--- config.mk ---
export PLATFORM = sky130hd
export DESIGN_NAME = ps2_mmio_rx
export DESIGN_NICKNAME = d
export VERILOG_FILES = /design/src/rtl/ps2_pkg.sv /design/src/rtl/ps2_fifo.sv /design/src/rtl/ps2_mmio_rx.sv
export SDC_FILE = /design/constraint.sdc
export NUM_CORES = 1
export LEC_CHECK = 0
export CAP_MARGIN = 15
export CORE_ASPECT_RATIO = 0.75
export CORE_UTILIZATION = 50
export DETAILED_ROUTE_END_ITERATION = 7
export PLACE_DENSITY_LB_ADDON = 0.2
export REMOVE_ABC_BUFFERS = 1
export SYNTH_ARGS = -nofsm -noshare
export SYNTH_HDL_FRONTEND = slang
export SYNTH_SLANG_ARGS = --single-unit
--- constraint.sdc ---
create_clock -name clock -period 2 [get_ports clock]
set_input_delay 0.2 -clock clock [delete_from_list [all_inputs] [get_ports clock]]
set_output_delay 0.2 -clock clock [all_outputs]
set_load 0.02 [all_outputs]
--- src/rtl/ps2_pkg.sv ---
// Shared definitions for the PS/2 MMIO receiver: frame FSM encoding,
// the CPU load address of the receive register, rd_data bit positions
// and the odd-parity helper.
package ps2_pkg;

  typedef enum logic [1:0] {
    ST_IDLE   = 2'd0,
    ST_DATA   = 2'd1,
    ST_PARITY = 2'd2,
    ST_STOP   = 2'd3
  } ps2_state_t;

  localparam logic [31:0] RD_ADDR = 32'd4098;

  localparam int RD_BIT_VALID = 8;
  localparam int RD_BIT_OVF   = 9;
  localparam int RD_BIT_FERR  = 10;

  // Odd parity holds when data bits plus parity bit contain an odd count of ones.
  function automatic logic odd_parity_ok(input logic [7:0] d, input logic p);
    return ^{d, p};
  endfunction

endpackage

--- src/rtl/ps2_fifo.sv ---
// Scan-code FIFO: DEPTH entries (power of two), pointers wrap naturally,
// simultaneous push and pop are both honoured, even when full.
module ps2_fifo #(
  parameter int DEPTH  = 4,
  parameter int DATA_W = 8
) (
  input  logic              clock,
  input  logic              reset,
  input  logic              i_push,
  input  logic              i_pop,
  input  logic [DATA_W-1:0] i_data,
  output logic [DATA_W-1:0] o_head,
  output logic              o_empty,
  output logic              o_full
);

  localparam int PTR_W = $clog2(DEPTH);
  localparam int CNT_W = $clog2(DEPTH) + 1;

  logic [DATA_W-1:0] r_mem [DEPTH];
  logic [PTR_W-1:0]  r_wr_ptr;
  logic [PTR_W-1:0]  r_rd_ptr;
  logic [CNT_W-1:0]  r_count;
  logic              w_do_pop;
  logic              w_do_push;

  assign o_empty   = (r_count == '0);
  assign o_full    = (r_count == CNT_W'(DEPTH));
  assign o_head    = r_mem[r_rd_ptr];
  assign w_do_pop  = i_pop && !o_empty;
  // A full FIFO still accepts a byte when the head leaves on the same edge.
  assign w_do_push = i_push && (!o_full || w_do_pop);

  // Pointer and occupancy bookkeeping.
  always_ff @(posedge clock) begin
    if (reset) begin
      r_wr_ptr <= '0;
      r_rd_ptr <= '0;
      r_count  <= '0;
    end else begin
      if (w_do_push) r_wr_ptr <= r_wr_ptr + PTR_W'(1);
      if (w_do_pop)  r_rd_ptr <= r_rd_ptr + PTR_W'(1);
      if (w_do_push && !w_do_pop)      r_count <= r_count + CNT_W'(1);
      else if (w_do_pop && !w_do_push) r_count <= r_count - CNT_W'(1);
    end
  end

  // Storage write; contents need no reset since occupancy gates visibility.
  always_ff @(posedge clock) begin
    if (w_do_push) r_mem[r_wr_ptr] <= i_data;
  end

endmodule

--- src/rtl/ps2_mmio_rx.sv ---
// PS/2 keyboard receiver with a memory-mapped read register.
// Optional build macro PS2_PARITY_CHECK_EN: when defined, frames failing
// odd parity are dropped and flagged; otherwise the parity bit is ignored.
module ps2_mmio_rx
  import ps2_pkg::*;
#(
  parameter int FIFO_DEPTH  = 4,
  parameter int TIMEOUT_CYC = 50000
) (
  input  logic        clock,
  input  logic        reset,
  input  logic        ps2_clk,
  input  logic        ps2_data,
  input  logic        rd_en,
  output logic [31:0] rd_data,
  output logic        irq
);

  localparam int TO_W = $clog2(TIMEOUT_CYC + 1);

  logic            r_clk_s1, r_clk_s2, r_clk_prev;
  logic            r_dat_s1, r_dat_s2;
  ps2_state_t      r_state, w_state_nxt;
  logic [7:0]      r_shift;
  logic [2:0]      r_bit_cnt;
  logic [TO_W-1:0] r_to_cnt;
  logic            r_overflow, r_frame_err;
  logic            w_fall, w_timeout, w_push, w_frame_err, w_parity_ok;
  logic            w_empty, w_full, w_drop;
  logic [7:0]      w_head;

`ifdef PS2_PARITY_CHECK_EN
  logic            r_parity;
  assign w_parity_ok = odd_parity_ok(r_shift, r_parity);
`else
  assign w_parity_ok = 1'b1;
`endif

  // Two-flop synchronizers plus a history flop for falling-edge detection.
  always_ff @(posedge clock) begin
    if (reset) begin
      r_clk_s1   <= 1'b1;
      r_clk_s2   <= 1'b1;
      r_clk_prev <= 1'b1;
      r_dat_s1   <= 1'b1;
      r_dat_s2   <= 1'b1;
    end else begin
      r_clk_s1   <= ps2_clk;
      r_clk_s2   <= r_clk_s1;
      r_clk_prev <= r_clk_s2;
      r_dat_s1   <= ps2_data;
      r_dat_s2   <= r_dat_s1;
    end
  end

  assign w_fall    = r_clk_prev && !r_clk_s2;
  assign w_timeout = (r_state != ST_IDLE) && !w_fall &&
                     (r_to_cnt == TO_W'(TIMEOUT_CYC - 1));

  // Frame FSM next state, push request and frame error events.
  always_comb begin
    w_state_nxt = r_state;
    w_push      = 1'b0;
    w_frame_err = 1'b0;
    if (w_timeout) begin
      w_state_nxt = ST_IDLE;
      w_frame_err = 1'b1;
    end else if (w_fall) begin
      unique case (r_state)
        ST_IDLE:   if (!r_dat_s2) w_state_nxt = ST_DATA;
        ST_DATA:   if (r_bit_cnt == 3'd7) w_state_nxt = ST_PARITY;
        ST_PARITY: w_state_nxt = ST_STOP;
        ST_STOP: begin
          w_state_nxt = ST_IDLE;
          if (r_dat_s2 && w_parity_ok) w_push      = 1'b1;
          else                         w_frame_err = 1'b1;
        end
        default:   w_state_nxt = ST_IDLE;
      endcase
    end
  end

  // FSM state, bit counter and inactivity timer.
  always_ff @(posedge clock) begin
    if (reset) begin
      r_state   <= ST_IDLE;
      r_bit_cnt <= '0;
      r_to_cnt  <= '0;
    end else begin
      r_state <= w_state_nxt;
      if (r_state == ST_IDLE || w_fall || w_timeout) r_to_cnt <= '0;
      else                                           r_to_cnt <= r_to_cnt + TO_W'(1);
      if (w_fall && r_state == ST_IDLE)      r_bit_cnt <= '0;
      else if (w_fall && r_state == ST_DATA) r_bit_cnt <= r_bit_cnt + 3'd1;
    end
  end

  // Data capture: LSB arrives first, so shift in from the top.
  always_ff @(posedge clock) begin
    if (w_fall && r_state == ST_DATA) r_shift <= {r_dat_s2, r_shift[7:1]};
`ifdef PS2_PARITY_CHECK_EN
    if (w_fall && r_state == ST_PARITY) r_parity <= r_dat_s2;
`endif
  end

  ps2_fifo #(
    .DEPTH  (FIFO_DEPTH),
    .DATA_W (8)
  ) u_fifo (
    .clock   (clock),
    .reset   (reset),
    .i_push  (w_push),
    .i_pop   (rd_en),
    .i_data  (r_shift),
    .o_head  (w_head),
    .o_empty (w_empty),
    .o_full  (w_full)
  );

  assign w_drop = w_push && w_full && !(rd_en && !w_empty);

  // Sticky status flags: a read clears them, a new event on the same edge wins.
  always_ff @(posedge clock) begin
    if (reset) begin
      r_overflow  <= 1'b0;
      r_frame_err <= 1'b0;
    end else begin
      if (rd_en) begin
        r_overflow  <= 1'b0;
        r_frame_err <= 1'b0;
      end
      if (w_drop)      r_overflow  <= 1'b1;
      if (w_frame_err) r_frame_err <= 1'b1;
    end
  end

  // Read word assembly; the head byte is masked while the FIFO is empty.
  always_comb begin
    rd_data               = '0;
    rd_data[7:0]          = w_empty ? 8'h00 : w_head;
    rd_data[RD_BIT_VALID] = !w_empty;
    rd_data[RD_BIT_OVF]   = r_overflow;
    rd_data[RD_BIT_FERR]  = r_frame_err;
  end

  assign irq = !w_empty;

endmodule

## Word-level counts from Yosys, hierarchy flattened

Memories as Yosys holds them, arrays and structs flattened. A register that Yosys moved wholly into a read port is not among the register bits.
Cells that the tools add are included.

| word-level totals | value |
|---|---|
| input port bits | 5 |
| bits in read-only memories | 0 |
| latch bits | 0 |
| memories | 1 |
| memory bits (writable) | 32 |
| bits in registers | 43 |
| output and inout port bits | 33 |

| cells by class | value |
|---|---|
| add/subtract/negate cells | 6 |
| bitwise gates (word level) | 0 |
| multipliers | 0 |
| shift operators | 0 |
| reductions and logical operators | 30 |
| mux-type cells | 21 |
| equal/unequal tests | 8 |
| order comparisons | 0 |
| divide/modulo/power cells | 0 |

Memory list:

| name | words | width | rd ports | clocked after Yosys merged registers in | write ports | RTL line | RTL |
|---|---|---|---|---|---|---|---|
| u_fifo.r_mem | 4 | 8 | 1 | 1 | 1 | ps2_fifo.sv:20 | `logic [DATA_W-1:0] r_mem [DEPTH];` |

Operators with widths:

| operator | number |
|---|---|
| $add 16x1->16 const B | 1 |
| $eq 16x16->1 const B | 1 |
| $mux 1 | 13 |
| $logic_and 1x1->1 | 11 |
| $mux 2 | 4 |
| $mux 8 | 1 |
| $pmux 2 s4 | 1 |
| $reduce_bool 2->1 | 4 |
| $add 3x1->3 const B | 2 |
| $eq 3x3->1 const B | 2 |
| $logic_not 1->1 | 6 |
| $mux 3 | 2 |
| $reduce_or 2->1 | 3 |
| $add 2x1->2 const B | 2 |
| $eq 2x2->1 const B | 2 |
| $ne 2x2->1 const B | 2 |
| $logic_not 3->1 | 1 |
| $logic_or 1x1->1 | 3 |
| $reduce_and 3->1 | 1 |
| $sub 3x1->3 const B | 1 |
| $eq 2x1->1 const B | 1 |
| $logic_not 2->1 | 1 |

## Logic depth before layout (Yosys ltp)

| depth | value |
|---|---|
| depth in word-level cells | 11 |
| mapped depth | 9 |
| gate-level depth less buffers | 9 |

## By module

Synthesis repeated with hierarchy kept, for this count alone.

| unflattened totals | value |
|---|---|
| cell total of the unflattened synthesis | 265 |
| area, all modules | 3365.7 um2 |

By module, submodules not included:

| module | seq. area each (um2) | instances | cells each | area each (um2) |
|---|---|---|---|---|
| ps2_mmio_rx | 800.8 | 1 | 175 | 1732.9 |
| ps2_fifo | 1141.1 | 1 | 90 | 1632.8 |

## Worst setup path before layout

Ideal clock, no wire load.

| path | value |
|---|---|
| path type | reg2reg |
| from | register r_state[0] |
| to | register u_fifo.r_count[2] |
| slack | -0.143 ns |
| path buffers | 0 |
| data arrival time | 2.073 ns |
| period minus slack after synthesis | 2.143 ns |
| cell stages (with the launch flop) | 10 |
| library setup time | 0.070 ns |
| cells stage by stage | dfxtp_1 -> ha_1 -> nand4b_1 -> a21oi_2 -> ha_1 -> inv_1 -> fa_1 -> xor2_1 -> or3_1 -> a21oi_1 |

| between the ends | value |
|---|---|
| cells in the longest elaborated chain, start to end | 8 |
| elaborated cells between the ends (all ways) | 13 |

Ends and longest elaborated chain:

| element | RTL line | RTL |
|---|---|---|
| start: declaration | ps2_mmio_rx.sv:23 | `ps2_state_t r_state, w_state_nxt;` |
| start signal: assignment | ps2_mmio_rx.sv:90 | `r_state <= w_state_nxt;` |
| $eq 2x2->1 / $reduce_bool 2->1 (equally long branches) | ps2_mmio_rx.sv:69, ps2_mmio_rx.sv:57 |  |
| $mux 1 / $logic_and 1x1->1 (equally long branches) | ps2_mmio_rx.sv:69, ps2_mmio_rx.sv:57 |  |
| $mux 1 / $logic_and 1x1->1 (equally long branches) | ps2_mmio_rx.sv:68, ps2_mmio_rx.sv:57 |  |
| $mux 1 (*) | ps2_mmio_rx.sv:65 | `if (w_timeout) begin` |
| $logic_and 1x1->1 (*) | ps2_fifo.sv:32 | `assign w_do_push = i_push && (!o_full \|\| w_do_pop);` |
| via u_fifo.w_do_push | ps2_fifo.sv:25 | `logic w_do_push;` |
| $logic_not 1->1 | ps2_fifo.sv:44 | `else if (w_do_pop && !w_do_push) r_count <= r_count - CNT_W'(1);` |
| $logic_and 1x1->1 | ps2_fifo.sv:44 |  |
| $reduce_bool 2->1 (no source line) | -- |  |
| end signal: assignment | ps2_fifo.sv:43 | `if (w_do_push && !w_do_pop) r_count <= r_count + CNT_W'(1);` |
| end signal: assignment | ps2_fifo.sv:44 |  |
| end: declaration | ps2_fifo.sv:23 | `logic [CNT_W-1:0] r_count;` |

The timed path passes the listed nets; every way through them passes the cells marked *.
A chain may end at the register's enable or synchronous reset.

## Final worst setup path

Same ends and word-level chain as after synthesis.

==> flow_summary.toml <==
[min_path]
hold_path_startpoint = "r_clk_s1"
hold_path_class = "reg -> reg"
whs_endpoint = "r_clk_s2"
hold_depth = 1

[floorplanning]
die_w_um = 96.0
coreArea_um2 = 6350
num_rows = 25
start_util = 0.522
dieHeight_um = 72.5
num_io_pins = 38
die_area_um2 = 6960

[global_route]
antenna_found_initial = 0
grt_pass1_wl_mm = 8.39
overflow = 0
first_global_vias = 1756
grt_max_degree = 21
grtUsageTotal = 0.165

[worst_setup_path]
crit_path_start_kind = "flip-flop"
slowest_stage = "dfxtp_2"
r2r-start = "r_state[0]"
crit_top_cell = "ha_4"
crit_type = "reg -> reg"
cp.required_ns = 2.28
worst_path_largest_cell_delay_ns = 0.35
ff2ff_setup_slack_ns = 0.05
worstPathArrival_ns = 2.22
crit_path_max_fanout = 2
path_cells = "ha_4 > nand4b_1 > a21oi_2 > ha_4 > inv_2 > fa_2 > xor2_1 > or3_1 > a21oi_1"
reg2reg_to = "u_fifo.r_count[2]"
path_buf_inv = 1
r2r.worst_path.cells = 9
cp_top_family = "adder cells"
cp-end-kind = "flip-flop"

[detailed_routing]
wirelength_mm = 5.22
via_per_inst = 4.94
via_count = 1910
wl_per_cell_um = 13.5
drt_iter0_drc = 102
first_pass_iters = 4
drc = 0
ant_nets = 0

[sta]
min_period_ns = 1.95
slew_viol_final = 0
fmax_mhz = 514
setup_tns_ns = 0
fin_skew_ns = 0.00641
hold_violations = 0
setup_viol = 0
finalCritPeriodShare = 0.973
grt_setup_unrepaired = "yes"

[clock_network]
clock_path_buffers = 2
cts.sinks = 77
clkTransAtPathRegs_ns = 0.08
cts_buffers = 9
tritoncts = "yes"
clock_latency_ns = 0.34
cts_root_buf = "clkbuf_8"
cts.htree.levels = 3

[cells_and_area]
final_layout_size_suffix_gt1_frac = 0.239
num_antenna_cells = 0
nets = 319
area_growth_pct = 17.0
instances_no_fill = 387
fillers = 522
multi_input_area_um2 = 1240
regArea_um2 = 1950

[logic_synthesis]
synth-simple-area-share = 0.148
synthCells = 262
synth_top_area_share = 0.362
synth_top_family_by_area = "simple AND/OR/NAND/NOR gates"
ys.flop_type = "edfxtp_1"
ys_async_sr_fraction = 0
avgSynthCellArea_um2 = 12.7
yosysTopAreaCell = "edfxtp_1"
netlist_area_um2 = 3320
ys_warn_count = 0
yosysSeqAreaShare = 0.586
synth-xor-area-share = 0.0502
synth_compound_area_frac = 0.0230
synth_edf_count = 40
synth_area_leaders = "edfxtp_1 36%, dfxtp_1 22%, buf_4 5.7%, mux4_2 5.4%, ha_1 4.5%"
yosysMostFrequentCell = "edfxtp_1"
ys_types = 42
ys_top_cells_by_count = "40 x edfxtp_1, 37 x dfxtp_1, 27 x nor2_1, 25 x buf_4"
synth_seq_cells = 77
synth_adder_area_share = 0.0513
synth_mux_area_frac = 0.0664

[power]
ir_drop_v = 0.000554
power_density_nw_per_um2 = 1030
leakagePower_nw = 1.45

[job]
drv_cap = 0

[placed_design]
hpwl_mm = 3.45
place_inst = 369
portBuffers = 16
place.gp.congestion = 0.789

[run_status]
outcome = "complete, no violations"
-- placed cells by master (no fill, tap or decap), drive strengths merged, types with 2 or more instances in the layout --
cell,netlist,final
a21oi,3,3
a22oi,2,2
and2,13,13
and3,2,2
buf,26,24
bufinv,0,3
clkbuf,5,16
clkdlybuf4s50,0,6
clkinv,0,3
conb,1,21
dfxtp,37,37
dlymetal6s2s,0,2
edfxtp,40,40
ha,12,12
inv,9,10
mux2i,4,4
mux4,8,8
nand2,6,6
nand3,9,9
nand4,4,4
nor2,27,27
nor3,7,7
nor4,5,5
o21ai,2,2
or2,5,5
or3,3,3
xnor2,13,13
xor2,6,6
-- metal layers --
metal | vias up | track usage | share of wire
li1 | 954 | - | -
met1 | 890 | 0.221 | 0.49
met2 | 58 | 0.249 | 0.44
met3 | 8 | 0.0514 | 0.051
met4 | 0 | 0.0697 | 0.018
met5 | - | 0 | 0
-- per-stage QoR --
| step | setup slack [ns] | hold WS (ns) | power, mW | utilization | area [µm²] |
|---|---|---|---|---|---|
| floorplan | -0.382 | 0.269 | 2.23 | - | 3180 |
| global placement | -0.123 | 0.395 | 2.64 | 0.568 | 3610 |
| detailed placement | -0.175 | 0.401 | 2.65 | 0.568 | 3610 |
| CTS | -0.000755 | 0.403 | 4.02 | 0.610 | 3880 |
| global route | -0.0374 | 0.419 | 4.15 | 0.611 | 3880 |
| finish | 0.0535 | 0.415 | 3.98 | 0.611 | 3880 |
-- layout make-up --
| class | instances | share of cell area |
|---|---|---|
| Tap cell | 81 | 0.0261 |
| Inverter | 9 | 0.00871 |
| Sequential cell | 77 | 0.501 |
| Multi-Input combinational cell | 165 | 0.320 |
| Clock inverter | 7 | 0.0316 |
| Timing Repair Buffer | 39 | 0.0800 |
| Clock buffer | 9 | 0.0319 |
-- sequential cells by signal, indices dropped and copies added (netlist names), 2 cells and up, named ones only --
register and flops:
u_fifo.r_mem 32, u_fifo.r_wr_ptr 2, r_state 2, r_to_cnt 16, r_bit_cnt 3, r_shift 8
u_fifo.r_count 3, u_fifo.r_rd_ptr 2
-- power by group --
group	switching [mW]	internal (mW)	leakage (nW)
combinational	0.466	0.383	0.662
clock	0.575	0.837	0.123
sequential	0.0298	1.69	0.660
-- how the worst max path moves through the flow --
stage | depth (start not counted) | to | slack [ns] | start
2_1_floorplan | 8 | u_fifo.r_count[2] | -0.38 | u_fifo.r_count[0]
3_3_place_gp | 9 | u_fifo.r_count[2] | -0.12 | rd_en
3_5_place_dp | 9 | u_fifo.r_count[2] | -0.18 | rd_en
4_1_cts | 8 | u_fifo.r_count[2] | -0.0008 | u_fifo.r_count[0]
5_1_grt | 9 | u_fifo.r_count[2] | -0.04 | r_state[1]
6_report | 9 | u_fifo.r_count[2] | 0.05 | r_state[0]
-- cells by family after synthesis --
logic type               Yosys count
AO/OA/AOI/OAI                     11
XOR/XNOR                          19
adder cells (fa/ha/maj)           13
buffers and inverters             40
flip-flops                        77
multiplexers                      12
other                              1
AND/OR/NAND/NOR                   89
-- timing repair --
| item | in CTS | in global routing |
|---|---|---|
| setup endpoints to repair | 9 | 11 |
| pin swaps | 2 | 3 |
| gates resized for setup | 23 | 16 |
| hold buffers | 0 | 0 |
| endpoints found under the hold margin | 0 | 0 |
| setup buffers | 1 | 1 |
Power figures use the tool's default switching activity.
==> RTL edit: new RTL, config.mk and constraints unchanged <==
Make the reset (`reset`) asynchronous in 4 clocked blocks.
--- a/src/rtl/ps2_fifo.sv
+++ b/src/rtl/ps2_fifo.sv
@@ -32,7 +32,7 @@
   assign w_do_push = i_push && (!o_full || w_do_pop);
 
   // Pointer and occupancy bookkeeping.
-  always_ff @(posedge clock) begin
+  always_ff @(posedge clock or posedge reset) begin
     if (reset) begin
       r_wr_ptr <= '0;
       r_rd_ptr <= '0;
--- a/src/rtl/ps2_mmio_rx.sv
+++ b/src/rtl/ps2_mmio_rx.sv
@@ -37,7 +37,7 @@
 `endif
 
   // Two-flop synchronizers plus a history flop for falling-edge detection.
-  always_ff @(posedge clock) begin
+  always_ff @(posedge clock or posedge reset) begin
     if (reset) begin
       r_clk_s1   <= 1'b1;
       r_clk_s2   <= 1'b1;
@@ -81,7 +81,7 @@
   end
 
   // FSM state, bit counter and inactivity timer.
-  always_ff @(posedge clock) begin
+  always_ff @(posedge clock or posedge reset) begin
     if (reset) begin
       r_state   <= ST_IDLE;
       r_bit_cnt <= '0;
@@ -120,7 +120,7 @@
   assign w_drop = w_push && w_full && !(rd_en && !w_empty);
 
   // Sticky status flags: a read clears them, a new event on the same edge wins.
-  always_ff @(posedge clock) begin
+  always_ff @(posedge clock or posedge reset) begin
     if (reset) begin
       r_overflow  <= 1'b0;
       r_frame_err <= 1'b0;
Function: same outputs for any inputs over 10 cycles, from zero or initial values and one cycle with reset high; that may be too few to reach the edited logic, so the function may still have changed.
==> RTL edit against the original RTL <==
- the flow now finishes with violations (negative setup slack)
- final cell count fell by 1.6%
- first-iteration DRC count is 39% lower
- clock skew is 0.0028 ns higher
- final area rose by 0.81%
- routed wire length up 2.9%
- power is 16% higher
- clock power decreased by 18%
- worst setup slack worse by 0.11 ns
- synthesized area grew 2.6%
- sequential cell count fell by 2
==> RTL edit: results (changes against the original RTL) <==
<table>
<tr><th>Metric</th><th>Value</th></tr>
<tr><th colspan="2">Outcome</th></tr>
<tr><td>Result of the run</td><td>complete, but fails checks (was complete, no violations)</td></tr>
<tr><td>Violated checks</td><td>negative setup slack</td></tr>
<tr><th colspan="2">Setup path</th></tr>
<tr><td>Cell with the biggest individual delay on the critical path</td><td>dfstp_2 (was dfxtp_2)</td></tr>
<tr><td>Crit-path leading delay family</td><td>flip-flops (was adder cells)</td></tr>
<tr><td>Arrival time at the worst endpoint</td><td>2.32 ns (was 2.22 ns)</td></tr>
<tr><th colspan="2">Yosys</th></tr>
<tr><td>Synth top area cells</td><td>edfxtp_1, dfrtp_1, buf_4, mux4_2, ha_1 (was edfxtp_1, dfxtp_1, buf_4, mux4_2, ha_1)</td></tr>
<tr><td>Commonest cells in the netlist</td><td>edfxtp_1, dfrtp_1, buf_4, nor2_1, nand2_1 (was edfxtp_1, dfxtp_1, nor2_1)</td></tr>
<tr><td>Number of different library cells in the post-synthesis netlist</td><td>39 (was 42)</td></tr>
<tr><td>Area share of fa/ha/maj cells after synthesis</td><td>5.37% (was 5.13%)</td></tr>
<tr><td>Part of the Yosys area used for sequential elements</td><td>61.3% (was 58.6%)</td></tr>
<tr><td>Yosys reg bits</td><td>75 (was 77)</td></tr>
<tr><td>Synth async-reset ratio</td><td>46.7% (was 0%)</td></tr>
<tr><th colspan="2">Detailed routing</th></tr>
<tr><td>DR iter-0 viols</td><td>62 (was 102)</td></tr>
<tr><th colspan="2">STA</th></tr>
<tr><td>Setup total negative slack</td><td>-0.0525 ns (was 0 ns)</td></tr>
<tr><td>Smallest setup slack after layout</td><td>-0.0525 ns (was 0.0535 ns)</td></tr>
<tr><td>Worst hold slack across all endpoints</td><td>0.238 ns (was 0.415 ns)</td></tr>
<tr><td>Number of endpoints failing setup at the final stage</td><td>1 (was 0)</td></tr>
<tr><th colspan="2">Finish</th></tr>
<tr><td>Share of layout cells above drive strength 1</td><td>24.7% (was 23.9%)</td></tr>
<tr><td>Layout buffer count excluding clock buffers</td><td>41 (was 39)</td></tr>
<tr><td>Count of nets after finishing</td><td>314 (was 319)</td></tr>
<tr><th colspan="2">Power and ir drop</th></tr>
<tr><td>Switch share</td><td>32.3% (was 26.9%)</td></tr>
<tr><td>Power attributed to the clock group</td><td>1150 uW (was 1410 uW)</td></tr>
<tr><th colspan="2">Place</th></tr>
<tr><td>Area after DPL</td><td>3710 sq um (was 3610 sq um)</td></tr>
<tr><th colspan="2">Floorplanning</th></tr>
<tr><td>Horiz. Die Dim</td><td>97.2 microns (was 96.0 microns)</td></tr>
<tr><th colspan="2">Min path</th></tr>
<tr><td>Hold Crit Class</td><td>in2async (was reg2reg)</td></tr>
<tr><th colspan="2">Global route</th></tr>
<tr><td>Largest net degree at the start of global routing</td><td>36 (was 21)</td></tr>
<tr><td>First-pass GRT wire length</td><td>8930 microns (was 8390 microns)</td></tr>
</table>
==> RTL edit: cell count changes in the layout (fill, tap and decap cells not counted), moves of 7 or more <==
cell,change
buf_2,+7
dfrtp_1,+30
clkbuf_2,-7
dfxtp_1,-34
nand2_1,+10
==> RTL edit: per-stage QoR <==
stage / worst slack, ns / cells / utilization (%)
6_report: -0.0525 / 381 / 60.7
5_1_grt: -0.153 / 381 / 60.7
4_1_cts: -0.0316 / 379 / 61.0
3_5_place_dp: -0.0807 / 362 / 57.5
3_3_place_gp: -0.0113 / 362 / 57.5
2_1_floorplan: -0.266 / 243 / -
==> RTL edit: timing repair <==
action | in CTS | in global routing
gates resized for setup | 30 | 12
cloned | 0 | 0
pin swaps | 0 | 3
setup buffers | 1 | 2
endpoints found under the setup margin | 12 | 10
==> RTL edit: metal layers <==
metal	share of wire (%)	up-vias
met5	0	-
met4	1.5	0
met3	4.6	7
met2	45	46
met1	49	903
li1	-	930
